--- src/rtl/saes_pkg.sv ---
// saes_pkg: S-AES constants, state/stage enums and GF(2^4) helpers shared by the sequencer and round unit.
package saes_pkg;
  localparam logic [3:0] SBOX [16] = '{4'h9, 4'h4, 4'hA, 4'hB, 4'hD, 4'h1, 4'h8, 4'h5,
                                       4'h6, 4'h2, 4'h0, 4'h3, 4'hC, 4'hE, 4'hF, 4'h7};
  localparam logic [3:0] INV_SBOX [16] = '{4'hA, 4'h5, 4'h9, 4'hB, 4'h1, 4'h7, 4'h8, 4'hF,
                                           4'h6, 4'h0, 4'h2, 4'h3, 4'hC, 4'h4, 4'hD, 4'hE};
  localparam logic [7:0] RCON1 = 8'h80;
  localparam logic [7:0] RCON2 = 8'h30;
  typedef enum logic [2:0] {IDLE, EXP1, EXP2, RND0, RND1, RND2, DONE} state_t;
  typedef enum logic [1:0] {ADDKEY, FULL, FINAL} stage_t;
  // shift-and-add multiply, reducing x^4 back to x+1
  function automatic logic [3:0] gf4_mul(input logic [3:0] a, input logic [3:0] b);
    logic [3:0] p;
    logic [3:0] x;
    p = '0;
    x = a;
    for (int i = 0; i < 4; i++) begin
      if (b[i]) p ^= x;
      x = {x[2:0], 1'b0} ^ (x[3] ? 4'h3 : 4'h0);
    end
    return p;
  endfunction
  function automatic logic [15:0] mix_cols(input logic [15:0] w, input logic [3:0] a, input logic [3:0] b);
    return {gf4_mul(a, w[15:12]) ^ gf4_mul(b, w[11:8]), gf4_mul(b, w[15:12]) ^ gf4_mul(a, w[11:8]),
            gf4_mul(a, w[7:4]) ^ gf4_mul(b, w[3:0]), gf4_mul(b, w[7:4]) ^ gf4_mul(a, w[3:0])};
  endfunction
  function automatic logic [15:0] expand_key(input logic [15:0] k, input logic [7:0] rcon);
    logic [7:0] w;
    w = k[15:8] ^ {SBOX[k[3:0]], SBOX[k[7:4]]} ^ rcon;
    return {w, w ^ k[7:0]};
  endfunction
endpackage

--- src/rtl/saes_round_unit.sv ---
// saes_round_unit: combinational S-AES round stage (add-key, full or final round) for either direction.
module saes_round_unit
  import saes_pkg::*;
(
  input  logic [15:0] st,
  input  logic [15:0] rk,
  input  logic        dec,
  input  stage_t      stage,
  output logic [15:0] nxt
);
  logic [15:0] sub, sr, ak;
  // nibble substitution commutes with ShiftRow, so both directions share one sub/shift path
  for (genvar n = 0; n < 4; n++) begin : g_sub
    assign sub[n*4 +: 4] = dec ? INV_SBOX[st[n*4 +: 4]] : SBOX[st[n*4 +: 4]];
  end
  assign sr  = {sub[15:12], sub[3:0], sub[7:4], sub[11:8]};
  assign ak  = sr ^ rk;
  assign nxt = stage == ADDKEY ? st ^ rk :
               stage == FINAL  ? ak :
               dec             ? mix_cols(ak, 4'h9, 4'h2) : mix_cols(sr, 4'h1, 4'h4) ^ rk;
endmodule

--- src/rtl/saes_round_sequencer.sv ---
// saes_round_sequencer: iterative S-AES encrypt/decrypt controller with valid/ready handshake and optional key cache.
module saes_round_sequencer
  import saes_pkg::*;
#(
  parameter bit KEY_CACHE = 1'b0
) (
  input  logic        clk,
  input  logic        rst_n,
  input  logic        in_valid,
  output logic        in_ready,
  input  logic        in_mode,
  input  logic [15:0] in_key,
  input  logic [15:0] in_data,
  output logic        out_valid,
  input  logic        out_ready,
  output logic [15:0] out_data,
  output logic        busy
);
  state_t      state, state_nx;
  stage_t      stage;
  logic        dec, key_vld, accept, hit;
  logic [15:0] dat, k0, k1, k2, rk, nxt;
  assign in_ready  = state == IDLE;
  assign out_valid = state == DONE;
  assign busy      = state != IDLE;
  assign accept    = in_valid && in_ready;
  assign hit       = KEY_CACHE && key_vld && in_key == k0;
  assign stage     = state == RND0 ? ADDKEY : state == RND1 ? FULL : FINAL;
  // encrypt whitens with k0 and finishes with k2; decrypt runs the schedule backwards
  assign rk        = state == RND1 ? k1 : ((state == RND0) ^ dec) ? k0 : k2;
  saes_round_unit u_round (
    .st    (dat),
    .rk    (rk),
    .dec   (dec),
    .stage (stage),
    .nxt   (nxt)
  );
  always_comb begin
    state_nx = state;
    case (state)
      IDLE:    if (accept) state_nx = hit ? RND0 : EXP1;
      EXP1:    state_nx = EXP2;
      EXP2:    state_nx = RND0;
      RND0:    state_nx = RND1;
      RND1:    state_nx = RND2;
      RND2:    state_nx = DONE;
      DONE:    if (out_ready) state_nx = IDLE;
      default: state_nx = IDLE;
    endcase
  end
  always_ff @(posedge clk or negedge rst_n) begin
    if (!rst_n) begin
      state    <= IDLE;
      dec      <= 1'b0;
      dat      <= '0;
      k0       <= '0;
      k1       <= '0;
      k2       <= '0;
      key_vld  <= 1'b0;
      out_data <= '0;
    end else begin
      state <= state_nx;
      if (accept) begin
        dec <= in_mode;
        dat <= in_data;
        k0  <= in_key;
        if (!hit) key_vld <= 1'b0;
      end
      if (state == EXP1) k1 <= expand_key(k0, RCON1);
      if (state == EXP2) begin
        k2      <= expand_key(k1, RCON2);
        key_vld <= 1'b1;
      end
      if (state inside {RND0, RND1, RND2}) dat <= nxt;
      if (state == RND2) out_data <= nxt;
    end
  end
endmodule

--- config.mk ---
export PLATFORM = sky130hd
export DESIGN_NAME = saes_round_sequencer
export DESIGN_NICKNAME = d
export VERILOG_FILES = /design/src/rtl/saes_pkg.sv /design/src/rtl/saes_round_unit.sv /design/src/rtl/saes_round_sequencer.sv
export SDC_FILE = /design/constraint.sdc
export NUM_CORES = 1
export LEC_CHECK = 0
export ABC_CLOCK_PERIOD_IN_PS = 3200
export CORE_MARGIN = 8
export CORE_UTILIZATION = 35
export DETAILED_ROUTE_END_ITERATION = 10
export SYNTH_ARGS = -nofsm -noshare
export SYNTH_HDL_FRONTEND = slang
export SYNTH_SLANG_ARGS = --single-unit
--- constraint.sdc ---
create_clock -name clk -period 3.2 [get_ports clk]
set_clock_uncertainty 0.15 [all_clocks]
set_input_delay 0.64 -clock clk [delete_from_list [all_inputs] [get_ports clk]]
set_output_delay 0.64 -clock clk [all_outputs]
set_load 0.05 [all_outputs]
======== Word level (Yosys, flattened, before mapping) ========
Memories as Yosys holds them, arrays and structs flattened.
Cells that the tools add are included.
storage, ports and cells
  register bits ........................... 84
  bits in read-only memories .............. 768
  output and inout bits ................... 19
  word-level logic and storage cells ...... 221
  memories kept ........................... 12
memories
  name             words  width  rd ports  clocked after Yosys merged registers in  wr ports  line                   source
  (no name shown)  16     4      1         0                                        0         saes_round_unit.sv:14  assign sub[n*4 +: 4] = dec ? INV_SBOX[st[n*4 +: 4]] : SBOX[st[n*4 +: 4]];
  (no name shown)  16     4      1         0                                        0         saes_round_unit.sv:14
  (no name shown)  16     4      1         0                                        0         saes_round_unit.sv:14
  (no name shown)  16     4      1         0                                        0         saes_round_unit.sv:14
  (no name shown)  16     4      1         0                                        0         saes_round_unit.sv:14
  (no name shown)  16     4      1         0                                        0         saes_round_unit.sv:14
  6 more memories  n/a    n/a    n/a       n/a                                      n/a       n/a
operators by class
  $lt $le $gt $ge ......................... 8
  equality and inequality tests ........... 9
  multiplexer cells ....................... 104
  bitwise logic cells ..................... 74
  reduce and logical (&&, ||, !) cells .... 7
operators with widths
  cell                                                      count
  two-way mux 4 bit                                         44
  two-way mux 16 bit                                        7
  two-way mux 3 bit                                         22
  XOR 16 bit                                                3
  two-way mux 2 bit                                         22
  greater-or-equal comparator 5 bit, second input constant  8
  inverter 4 -> 5 bit                                       8
  XOR 4 bit                                                 8
  XOR 8 bit                                                 4
  inverter 2 bit                                            13
  inverter 1 bit, first input constant                      24
  one-hot mux 3 bit (7 select lines)                        1
  inverter 1 bit                                            13
  == test 3 bit, second input constant                      3
  two-way mux 1 bit                                         8
  == test 3 x 2 -> 1 bit, second input constant             2
  nonzero test 3 bit                                        2
  != test 2 x 1 -> 1 bit, second input constant             2
  == test 3 x 1 -> 1 bit, second input constant             1
  logical NOT 3 bit                                         1
  == test 2 bit, second input constant                      1
  logical NOT 2 bit                                         1
  AND reduction 2 bit                                       1
  nonzero test 2 bit                                        1
  2 further kinds                                           2

======== Logic depth before layout (Yosys ltp) ========
  depth after elaboration ................. 17
  mapped depth ............................ 11
  depth with buffers taken out ............ 10

======== Hierarchy ========
From an unflattened synthesis, not the netlist that was laid out.
second synthesis, totals
  cells, all modules ...................... 777
  area, all modules ....................... 7,369.6 um^2
by module, submodules not included
  module                instances  cells each  area each (um^2)  sequential area each (um^2)
  saes_round_sequencer  1          447         4,857.2           2,102.0
  saes_round_unit       1          330         2,512.4           0.0

======== Worst setup path after synthesis ========
Ideal clock, no wire load.
  kind .................................... reg-to-reg
  start ................................... register dat[12]
  end ..................................... register dat[15]
  setup time .............................. 0.123 ns
  arrival ................................. 2.508 ns
  slack ................................... 0.419 ns
  cell stages (with the launch flop) ...... 9
  buffers on the path ..................... 0
  period minus slack after synthesis ...... 2.781 ns
  cells stage by stage .................... dfrtp_1 > inv_1 > ha_1 > mux4_2 > mux2i_1 > xor2_1 > xnor3_1 > a31o_1 > o221a_1
on the way
  cells in the longest elaborated chain, start to end .. 12
ends and longest elaborated chain
  what                                                    line                                   source
  start: declaration                                      saes_round_sequencer.sv:22             logic [15:0] dat, k0, k1, k2, rk, nxt;
  start signal: assignment                                saes_round_sequencer.sv:65             dat <= in_data;
  start signal: assignment                                saes_round_sequencer.sv:74             if (state inside {RND0, RND1, RND2}) dat <= nxt;
  inverter 4 -> 5 bit (not written as such) (*)           saes_round_unit.sv:14
  memory read (16 x 4 bit)                                n/a
  two-way mux 4 bit (not written as such) (2 in a row)    saes_round_unit.sv:14
  two-way mux 4 bit (*)                                   saes_round_unit.sv:14
  two-way mux 4 bit / XOR 16 bit (equally long branches)  saes_pkg.sv:18, saes_round_unit.sv:17
  XOR 4 bit / two-way mux 4 bit (equally long branches)   saes_pkg.sv:24, saes_pkg.sv:18
  XOR 16 bit / XOR 4 bit (equally long branches)          saes_round_unit.sv:20, saes_pkg.sv:24
  two-way mux 16 bit                                      saes_round_unit.sv:20                  dec ? mix_cols(ak, 4'h9, 4'h2) : mix_cols(sr, 4'h1, 4'h4) ^ rk;
  two-way mux 16 bit (*)                                  saes_round_unit.sv:19                  stage == FINAL ? ak :
  two-way mux 16 bit (*)                                  saes_round_unit.sv:18                  assign nxt = stage == ADDKEY ? st ^ rk :
  two-way mux 16 bit (*)                                  saes_round_sequencer.sv:74
Mark *: on every way between the ends. The rest lies on a longest branch, timed or not. The select of a mux whose other input is x is not followed.
A chain may end at the register's enable or synchronous reset.

======== Final worst setup path ========
  start ................................... register dat[12]
  end ..................................... register dat[12]
on the way
  cells in the longest elaborated chain, start to end .. 16
ends and longest elaborated chain
  what                                                  line                        source
  inverter 4 -> 5 bit (not written as such)             saes_round_unit.sv:14
  memory read (16 x 4 bit)                              n/a
  two-way mux 4 bit (not written as such) (2 in a row)  saes_round_unit.sv:14
  two-way mux 4 bit                                     saes_round_unit.sv:14
  XOR 16 bit                                            saes_round_unit.sv:17       assign ak = sr ^ rk;
  two-way mux 4 bit                                     saes_pkg.sv:18              if (b[i]) p ^= x;
  inverter 1 bit (no line)                              n/a
  two-way mux 1 bit                                     saes_pkg.sv:18
  two-way mux 2 bit                                     saes_pkg.sv:18
  two-way mux 3 bit                                     saes_pkg.sv:18
  XOR 4 bit                                             saes_pkg.sv:24              return {gf4_mul(a, w[15:12]) ^ gf4_mul(b, w[11:8]), gf4_mul(b, w[15:12]) ^ gf4_mul(a, w[11:8]),
  two-way mux 16 bit                                    saes_round_unit.sv:20
  two-way mux 16 bit                                    saes_round_unit.sv:19
  two-way mux 16 bit (*)                                saes_round_unit.sv:18
  two-way mux 16 bit (*)                                saes_round_sequencer.sv:74
Marked as above.

==> metrics.txt <==
initial antenna violation count=0; routed vias/inst=between 5 and 6; CP Max Fanout=7; Critical Path Source Type=register; syn nets=slightly below 1000; Root Buffer Master=clkbuf_16; max_slew headroom=roughly 44%; Data arrival, critical path=around 3.2 ns; grt ovf=0; Post-CTS Setup Inserts=0; max-slew violation count=0; Mean Syn Cell Area=8.56 um^2; die width=~160 um; share of synthesized registers carrying an async set or reset=100%; nets=~1000; cells after synthesis=~880; Vias=roughly 6700; Final period util=97.1%; hpwl dp=about 18000 um; CTS tree=done; drt first-iter violations=about 660; Final Hold Vio Count=0; Ys Warns=0; Yosys top cell area share=between 20% and 30%; status=finished clean; Syn-to-layout area delta=18.2%; RSZ-0062 raised after global routing=yes; clk buf depth=2; register bit total from synthesis=between 80 and 90; share of layout cells above drive strength 1=between 10% and 20%; Detail Route Antenna Nets=0; Final Wtd Congestion=0.962; CP endpoint kind=register; list of most frequent post-synthesis cells=153 x nand2_1, 89 x o21ai_0, 84 x dfrtp_1; FF-to-FF setup slack=slightly above 0.09 ns; worst slew pin tran=roughly 0.84 ns; Unique masters post-synth=74; Total GRT Usage=17.9%; placed inst area=8590 um^2; Die ar.=26400 um^2; Post-synth EDFFs=0; first-pass GRT wire length=36900 um; Clock Latency Late Sink=approximately 0.35 ns; routed wire length per instance=just under 20 um; biggest area consumer among synthesized cells=dfrtp_1; length of the first detailed-routing pass in iterations=6; # DRC=0; RR Endpoint=dat[12]; io pins=between 50 and 60; Worst-path clk slew=around 0.070 ns; CTS Sinks=84; vias in the first global route=6451; Area contributors post-synth=dfrtp_1 28%, ha_1 9.3%, nand2_1 7.6%, mux2i_1 7.2%, xnor2_1 6.8%; RR Startpoint=dat[12]; Initial Util=35.7%; core area=~21000 um^2; most common cell in the netlist=nand2_1; Final min period=around 3.1 ns; Port-buffer cells=55; Die Height=between 150 and 200 um; Synth Cell Area=roughly 7500 um^2; Design Area, Final=about 8900 um^2; Num CTS Buffers=9; highest clock rate=322 MHz; Cell Rows=between 50 and 60; Synth Flop Type=dfrtp_1; largest net degree at the start of global routing=45; Max Cap Violations=0; CP Data Required Time=between 3 and 4 ns; Finish-stage setup viols=0; HP Class=primary input to async pin; critical path type=register to register; Filler cells=around 2200; number of diodes=0; setup TNS=0 ns; Max H-tree Level=3; r2r worst-path depth=9; Seq/Total Area, Yosys=approximately 28%; Total Routed Length=23600 um
layer usage:
layer / vias to the layer above / track usage, % / part of all wire (%)
met5: - / 0 / 0
met3: 49 / 2.68 / 5.1
li1: 3188 / - / -
met1: 3195 / 23.3 / 45
met2: 238 / 29.6 / 47
met4: 0 / 6.21 / 3.2
flip-flops by register name, summed over array words and instances (netlist names):
name,count
dat,16
dec,1
k0,16
k1,16
k2,16
out_data,16
state,3
area by class of cell:
cell class | count | area, um^2 | area share [%]
Tap cell | 275 | 344 | 3.87
Multi-Input combinational cell | 704 | 5040 | 56.6
Timing Repair Buffer | 107 | 978 | 11.0
Clock inverter | 4 | 31.3 | 0.352
Clock buffer | 12 | 256 | 2.88
Sequential cell | 84 | 2110 | 23.7
Inverter | 37 | 139 | 1.56
cells by family (layout without fill, tap and decap cells):
kind of cell | Yosys count | after routing | share of synthesized area (%)
muxes | 83 | 83 | 13.5
buffers and inverters | 91 | 160 | 5.22
AOI/OAI and AO/OA | 211 | 211 | 17.6
adders and majority gates | 56 | 56 | 9.31
and+or+nand+nor | 263 | 263 | 14.9
DFF | 84 | 84 | 27.9
xor gates and xnor gates | 91 | 91 | 11.5
repair_timing:
action / in CTS / in global routing
endpoints found under the setup margin: 0 / 10
hold buffers: 0 / 0
resized for setup: 0 / 5
through the flow:
step                      util [%]  setup slack, ns  hold slack, ns  std cells
after floorplan                  -            0.419           0.194        879
after global placement        40.8            0.123           0.297       1207
after detailed placement      40.8           0.0721           0.300       1207
after CTS                     42.1           0.0356           0.158       1223
after global routing          42.2          -0.0493           0.187       1223
final                         42.2           0.0916           0.137       1223
worst max-delay path by stage:
stage | slack (ns) | from | to | depth (start not counted)
floorplan | 0.42 | dat[12] | dat[15] | 8
global placement | 0.12 | dat[1] | dat[13] | 9
detailed placement | 0.07 | dat[1] | dat[13] | 9
CTS | 0.04 | dat[1] | dat[13] | 9
global route | -0.05 | dat[8] | dat[3] | 9
finish | 0.09 | dat[12] | dat[12] | 9
critical path, cell delays in order (launching register included):
cell	delay, ns
dfrtp_1	0.37
inv_1	0.18
ha_1	0.29
mux4_2	0.48
mux2i_1	0.36
xor2_2	0.29
a21oi_1	0.07
a211o_1	0.29
a221oi_2	0.36
mux2i_1	0.13
cells in the final DEF, fill, tap and decap left out, types with 8 or more instances in the layout:
master | Yosys | layout
mux2_2 | 13 | 13
mux4_2 | 12 | 12
dfrtp_1 | 84 | 81
xnor2_1 | 58 | 58
nor3_1 | 18 | 18
a22oi_1 | 9 | 9
o21ai_0 | 89 | 89
mux2i_1 | 54 | 54
o22ai_1 | 8 | 8
xor2_1 | 28 | 27
clkbuf_16 | 0 | 9
buf_4 | 4 | 50
a21oi_1 | 31 | 31
nand2_1 | 153 | 153
clkdlybuf4s50_1 | 0 | 53
ha_1 | 56 | 56
inv_1 | 35 | 35
nor2_1 | 51 | 51
Power is left out: the tool's default activity adds up to more than one toggle a clock period on the data nets, which glitch-free logic cannot reach.
